### config.mk
export PLATFORM = sky130hd
export DESIGN_NAME = cam_capture_ctrl
export DESIGN_NICKNAME = d
export VERILOG_FILES = /design/src/rtl/cam_capture_ctrl.sv
export SDC_FILE = /design/constraint.sdc
export NUM_CORES = 1
export LEC_CHECK = 0
export BUFFER_PORTS_ARGS = -buffer_cell sky130_fd_sc_hd__buf_2
export CORE_UTILIZATION = 45
export CTS_CLUSTER_DIAMETER = 30
export DETAILED_ROUTE_END_ITERATION = 10
export HOLD_SLACK_MARGIN = 0.05
export PLACE_DENSITY = 0.66
export SYNTH_ARGS = -nofsm -noshare
export SYNTH_HDL_FRONTEND = slang
export SYNTH_SLANG_ARGS = --single-unit
### constraint.sdc
create_clock -name clk -period 2.4 [get_ports clk]
set_input_delay 0.12 -clock clk [delete_from_list [all_inputs] [get_ports clk]]
set_output_delay 0.12 -clock clk [all_outputs]
set_load 0.01 [all_outputs]
### src/rtl/cam_capture_ctrl.sv
// Frame-capture sequencer: aligns capture to VSYNC frame boundaries and drives the
// write port of the RGB444 frame buffer in single-shot or continuous mode.
module cam_capture_ctrl #(
    parameter int AW       = 15,
    parameter int DW       = 12,
    parameter int IMG_SIZE = 19200
) (
    input  logic          clk,
    input  logic          rst,
    input  logic          cmd_snap,
    input  logic          cmd_cont,
    input  logic          cmd_stop,
    input  logic          vsync,
    input  logic          px_valid,
    input  logic [DW-1:0] px_data,
    output logic          ram_we,
    output logic [AW-1:0] ram_addr,
    output logic [DW-1:0] ram_data,
    output logic          cap_active,
    output logic          img_valid,
    output logic          frame_done,
    output logic [7:0]    frame_cnt,
    output logic          size_err,
    output logic [1:0]    state
);

    typedef enum logic [1:0] {
        IDLE     = 2'd0,
        WAIT_SOF = 2'd1,
        CAPTURE  = 2'd2,
        HOLD     = 2'd3
    } state_t;

    localparam logic [AW:0] IMG_CNT = (AW+1)'(IMG_SIZE);

    state_t        state_q, state_d;
    logic          mode_q, mode_d;          // 1 = continuous, 0 = single
    logic          stop_pend_q, stop_pend_d;
    logic [AW:0]   pix_cnt_q, pix_cnt_d;
    logic          vsync_q;
    logic          we_q, we_d;
    logic [AW-1:0] addr_q, addr_d;
    logic [DW-1:0] data_q, data_d;
    logic          done_q, done_d;
    logic [7:0]    fcnt_q, fcnt_d;
    logic          serr_q, serr_d;
    logic          sof, eof;

    assign sof = ~vsync & vsync_q;
    assign eof = vsync & ~vsync_q;

    always_comb begin
        state_d     = state_q;
        mode_d      = mode_q;
        stop_pend_d = stop_pend_q;
        pix_cnt_d   = pix_cnt_q;
        we_d        = 1'b0;
        addr_d      = addr_q;
        data_d      = data_q;
        done_d      = 1'b0;
        fcnt_d      = fcnt_q;
        serr_d      = serr_q;
        case (state_q)
            IDLE, HOLD: begin
                if (cmd_stop) begin
                    state_d = IDLE;
                end else if (cmd_snap) begin
                    state_d = WAIT_SOF;
                    mode_d  = 1'b0;
                    serr_d  = 1'b0;
                end else if (cmd_cont) begin
                    state_d = WAIT_SOF;
                    mode_d  = 1'b1;
                    serr_d  = 1'b0;
                end
            end
            WAIT_SOF: begin
                if (cmd_stop) begin
                    state_d = IDLE;
                end else if (sof) begin
                    state_d   = CAPTURE;
                    pix_cnt_d = '0;
                end
            end
            CAPTURE: begin
                if (cmd_stop) stop_pend_d = 1'b1;
                if (px_valid) begin
                    if (pix_cnt_q < IMG_CNT) begin
                        we_d      = 1'b1;
                        addr_d    = pix_cnt_q[AW-1:0];
                        data_d    = px_data;
                        pix_cnt_d = pix_cnt_q + (AW+1)'(1);
                    end else begin
                        serr_d = 1'b1;
                    end
                end
                // A pixel arriving in the eof cycle is already counted in pix_cnt_d.
                if (eof) begin
                    done_d      = 1'b1;
                    fcnt_d      = fcnt_q + 8'd1;
                    stop_pend_d = 1'b0;
                    if (pix_cnt_d != IMG_CNT) serr_d = 1'b1;
                    if (stop_pend_q || cmd_stop) state_d = IDLE;
                    else if (mode_q)             state_d = WAIT_SOF;
                    else                         state_d = HOLD;
                end
            end
            default: state_d = IDLE;
        endcase
    end

    always_ff @(posedge clk) begin
        if (rst) begin
            state_q     <= IDLE;
            mode_q      <= 1'b0;
            stop_pend_q <= 1'b0;
            pix_cnt_q   <= '0;
            vsync_q     <= 1'b0;
            we_q        <= 1'b0;
            addr_q      <= '0;
            data_q      <= '0;
            done_q      <= 1'b0;
            fcnt_q      <= '0;
            serr_q      <= 1'b0;
        end else begin
            state_q     <= state_d;
            mode_q      <= mode_d;
            stop_pend_q <= stop_pend_d;
            pix_cnt_q   <= pix_cnt_d;
            vsync_q     <= vsync;
            we_q        <= we_d;
            addr_q      <= addr_d;
            data_q      <= data_d;
            done_q      <= done_d;
            fcnt_q      <= fcnt_d;
            serr_q      <= serr_d;
        end
    end

    assign ram_we     = we_q;
    assign ram_addr   = addr_q;
    assign ram_data   = data_q;
    assign cap_active = (state_q == CAPTURE);
    assign img_valid  = (state_q == HOLD);
    assign frame_done = done_q;
    assign frame_cnt  = fcnt_q;
    assign size_err   = serr_q;
    assign state      = state_q;

endmodule

==> impl_summary.txt <==
----------------------------------------------------
[Synthesis]
  Mean post-synth cell area ... 7.82 µm²
  Top cells by area, synth ... sky130_fd_sc_hd__dfxtp_1 42%, sky130_fd_sc_hd__nand2_1 9.8%, sky130_fd_sc_hd__a21oi_1 8.5%, sky130_fd_sc_hd__nor2_1 4.0%, sky130_fd_sc_hd__clkbuf_1 2.4%
  Most instantiated cells after synthesis ... 74 x sky130_fd_sc_hd__nand2_1, 59 x sky130_fd_sc_hd__dfxtp_1, 48 x sky130_fd_sc_hd__a21oi_1, 30 x sky130_fd_sc_hd__nor2_1, 18 x sky130_fd_sc_hd__clkbuf_1
  Most area-hungry cell type in the Yosys netlist ... sky130_fd_sc_hd__dfxtp_1
  Yosys warns ... 0
  Number of enable-type register cells in the synthesized netlist ... 0
  Fraction of the yosys area taken by sequential cells ... 41.9%
  Simple logic cell fraction of the synthesized area ... 24.0%
  Nets in the synthesized netlist ... 385
  Number of library cell types mapped by synthesis ... 50
  Fraction of the mapped netlist area in compound gates ... 21.6%
  Most frequently used cell type in the post-synthesis netlist ... sky130_fd_sc_hd__nand2_1
  Proportion of netlist area held by the largest area contributor ... about two fifths
  Post-synthesis instance total ... 361
  Synthesized-area fraction occupied by adder cells ... 2.22%
  Fraction of synthesized area in multiplexers ... 0.355%
  Synth Area in XOR/XNOR ... between 3 and 4%
  Cell Area, Synth ... 2820 µm²
  Share of flip-flops with an asynchronous set or reset ... 0%
  Seq cells post-synth ... 59
  Combinational family with the most area after synthesis ... simple AND/OR/NAND/NOR gates
  Most instantiated flip-flop cell in the synthesis netlist ... sky130_fd_sc_hd__dfxtp_1

[Route]
  Per-cell via count in the routed design ... 5.26
  TritonRoute pass-1 iters ... 4
  Wire length after detailed routing ... between 6000 and 7000 µm
  Final routed wire length divided by cell count ... 12.9 µm
  # DRC ... 0
  Total via count in the routed design ... 2716
  Final ANT Viol Nets ... 0
  Number of DRC markers in iteration 0 ... between 200 and 300

[Worst setup path]
  Required time of the critical path ... 2.61 ns
  Worst Reg2Reg Path Length in Cells ... 6
  Crit path capture type ... flop
  Launching point of the worst reg2reg path ... pix_cnt_q[9]$_SDFFE_PP0P_
  Setup slack, reg-to-reg ... ~0.15 ns
  Worst Path Max Fanout ... 18
  Worst Setup Path Type ... flop to flop
  CP arrival ... 2.46 ns
  Setup crit start kind ... flop
  Crit Reg-Reg Endpoint ... size_err$_SDFFE_PP0P_

[CTS]
  Clock edge transition at the registers on the reported setup and hold paths ... 0.07 ns
  TritonCTS clock tree ... built
  Resize count post-CTS ... 0
  Count of hold-fix buffers inserted at cts ... 14
  Maximum level of the CTS H-tree ... 3
  # clock sinks ... 59
  # Post-CTS Setup Buffers ... 0
  Maximum count of clock buffers along a single path ... 2
  Clock buffers created by TritonCTS ... 9
  Clk_lat worst skew ... 0.34 ns
  Root Buffer Master ... sky130_fd_sc_hd__clkbuf_8

[GRT]
  Leftover overflow at the end of global routing ... 0
  Via count of the first global-routing pass ... roughly 2.2k
  All-Layer GR Usage ... 21.4%
  First-pass GRT wire length ... 10700 µm
  Maximum number of pins on one net before global-route repair ... 35
  Initial antenna violation count ... 0

[Finish]
  Cell area after layout ... 3560 µm²
  # fillers ... 569
  Total number of nets in the final design ... 460
  Post-synthesis to final-layout area growth ... 26.2%
  Diode insertion count for antenna repair ... 0
  Non-filler cells in the finished layout ... 516
  Proportion of layout cells with a drive suffix above 1 ... 23.4%

[Place]
  Setup Slack @ Placement ... roughly 0.16 ns
  Number of buffers added on ports ... 60
  Post-placement cell count ... 486
  Detailed placement HPWL ... about 4500 µm
  Routability Congestion ... 0.885
  Area post-placement ... 3200 µm²

[Min path]
  Startpoint of the worst hold path ... cmd_cont
  Number of stages on the worst hold path ... 3
  Worst hold path type ... input pin to flop
  Endpoint of the worst hold-timing path ... mode_q$_SDFFE_PP0P_

[Power]
  Largest vdd supply drop ... 0.000405 V
  Relative contribution of the clock network to total power ... between 40% and 50%
  Leakage power ... 1.44 nW
  Combinational cell fraction of total power ... under 10%
  Relative contribution of sequential cells to total power ... 47.7%
  Psw ... 0.458 mW
  Switching Share ... about 22%
  Internal Dissipation ... 1.61 mW
  P per Cell Area ... slightly below 600 nW/µm²

[Floorplan]
  Initial Util ... 47.1%
  Core outline area ... 5990 µm²
  Die X-Extent ... between 80 and 90 µm
  Floorplan die height ... 81.2 µm
  Number of placement rows ... 28
  Die area ... 6590 µm²
  Count of boundary I/O pins ... 61

[STA]
  Total count of hold-check failures in the final report ... 0
  Final number of max-transition violations ... 0
  Final WS setup ... around 0.15 ns
  Final sum of negative setup slack ... 0 ns
  Setup repair after global routing missed its margin ... false
  Final period util ... 93.8%
  Shortest period the worst path allows ... 2.25 ns
  Total of endpoints with negative setup slack in the final report ... 0
  Worst-Margin Slew ... slightly below 0.8 ns
  Rel. slew slack ... 47.5%
  Setup skew after layout ... 0.00653 ns
  Highest Clock Rate ... 444 MHz

[Run status]
  Result of the run ... finished clean

[Job]
  Max-cap violations ... 0

----------------------------------------------------
[power groups by stage]
stage / Combinational, mW / Sequential (mW) / Clock, mW
after floorplan: 0.0532 / 1.01 / 0
after global placement: 0.0828 / 1.01 / 0
after detailed placement: 0.0830 / 1.01 / 0
after CTS: 0.101 / 0.987 / 1.01
after global routing: 0.113 / 0.987 / 1.05
final: 0.101 / 0.987 / 0.980
[layout make-up]
type                       count  area [µm²]  area share [%]
clock buffer                   9         124            3.48
tap                           75        93.8            2.64
timing repair buffer          90         561            15.7
sequential                    59        1180            33.2
inverter                      11        41.3            1.16
multi-input combinational    265        1470            41.2
clock inverter                 7        92.6            2.60
[placed cells by master (no fill, tap or decap), types with 4 or more instances in the layout]
master	synthesis	routed
sky130_fd_sc_hd__nand2_1	74	74
sky130_fd_sc_hd__buf_2	4	60
sky130_fd_sc_hd__dfxtp_1	59	59
sky130_fd_sc_hd__a21oi_1	48	48
sky130_fd_sc_hd__nor2_1	30	30
sky130_fd_sc_hd__buf_4	0	16
sky130_fd_sc_hd__dlygate4sd3_1	0	14
sky130_fd_sc_hd__nor3_1	12	12
sky130_fd_sc_hd__inv_1	9	9
sky130_fd_sc_hd__nand3_1	9	9
sky130_fd_sc_hd__clkbuf_8	0	9
sky130_fd_sc_hd__xor2_1	7	7
sky130_fd_sc_hd__o21ai_0	7	7
sky130_fd_sc_hd__nand4_1	5	5
sky130_fd_sc_hd__xnor2_1	5	5
sky130_fd_sc_hd__a21o_1	5	5
sky130_fd_sc_hd__ha_1	5	5
sky130_fd_sc_hd__nand2b_1	4	4
sky130_fd_sc_hd__and3_1	4	4
sky130_fd_sc_hd__a31oi_1	4	4
[sequential cells by signal (all words and copies together) (netlist names), 2 cells and up]
signal / count
ram_data: 12
frame_cnt: 8
state: 2
ram_addr: 15
pix_cnt_q: 16
[routing by layer]
metal	global-route usage [%]	share of wire (%)
met1	28.9	47
met5	0	0
met4	9.64	1.6
met3	4.94	5.3
met2	32.2	46
[how the worst max path moves through the flow]
| stage | startpoint | slack [ns] | to |
|---|---|---|---|
| after detailed placement | pix_cnt_q[9]$_SDFFE_PP0P_ | 0.16 | size_err$_SDFFE_PP0P_ |
| after CTS | pix_cnt_q[9]$_SDFFE_PP0P_ | 0.15 | size_err$_SDFFE_PP0P_ |
| after global placement | pix_cnt_q[9]$_SDFFE_PP0P_ | 0.23 | size_err$_SDFFE_PP0P_ |
| final | pix_cnt_q[9]$_SDFFE_PP0P_ | 0.15 | size_err$_SDFFE_PP0P_ |
| after global routing | pix_cnt_q[9]$_SDFFE_PP0P_ | 0.01 | size_err$_SDFFE_PP0P_ |
| after floorplan | state[1]$_SDFFE_PP0P_ | 0.28 | pix_cnt_q[3]$_SDFFE_PP0P_ |
[metrics by stage]
stage,total power [mW],hold WS [ns],util [%]
after floorplan,1.06,0.217,-
after global placement,1.09,0.338,53.5
after detailed placement,1.09,0.341,53.5
after CTS,2.09,0.113,59.4
after global routing,2.15,0.153,59.4
final,2.07,0.129,59.4
[worst max-delay path, cell delays in order, from the launching register on]
cell and delay (ns):
sky130_fd_sc_hd__dfxtp_1 0.32, sky130_fd_sc_hd__a21o_4 0.23, sky130_fd_sc_hd__a311oi_4 0.73, sky130_fd_sc_hd__nand3_1 0.21
sky130_fd_sc_hd__o32a_1 0.39, sky130_fd_sc_hd__a211oi_2 0.14, sky130_fd_sc_hd__a31oi_1 0.10
[cell families after synthesis]
group	after synthesis
AND/OR/NAND/NOR	153
AO/OA/AOI/OAI	94
flip-flops	59
buffers and inverters	37
XOR/XNOR	12
adder cells (fa/ha/maj)	5
multiplexers	1
Power figures use the tool's default switching activity.
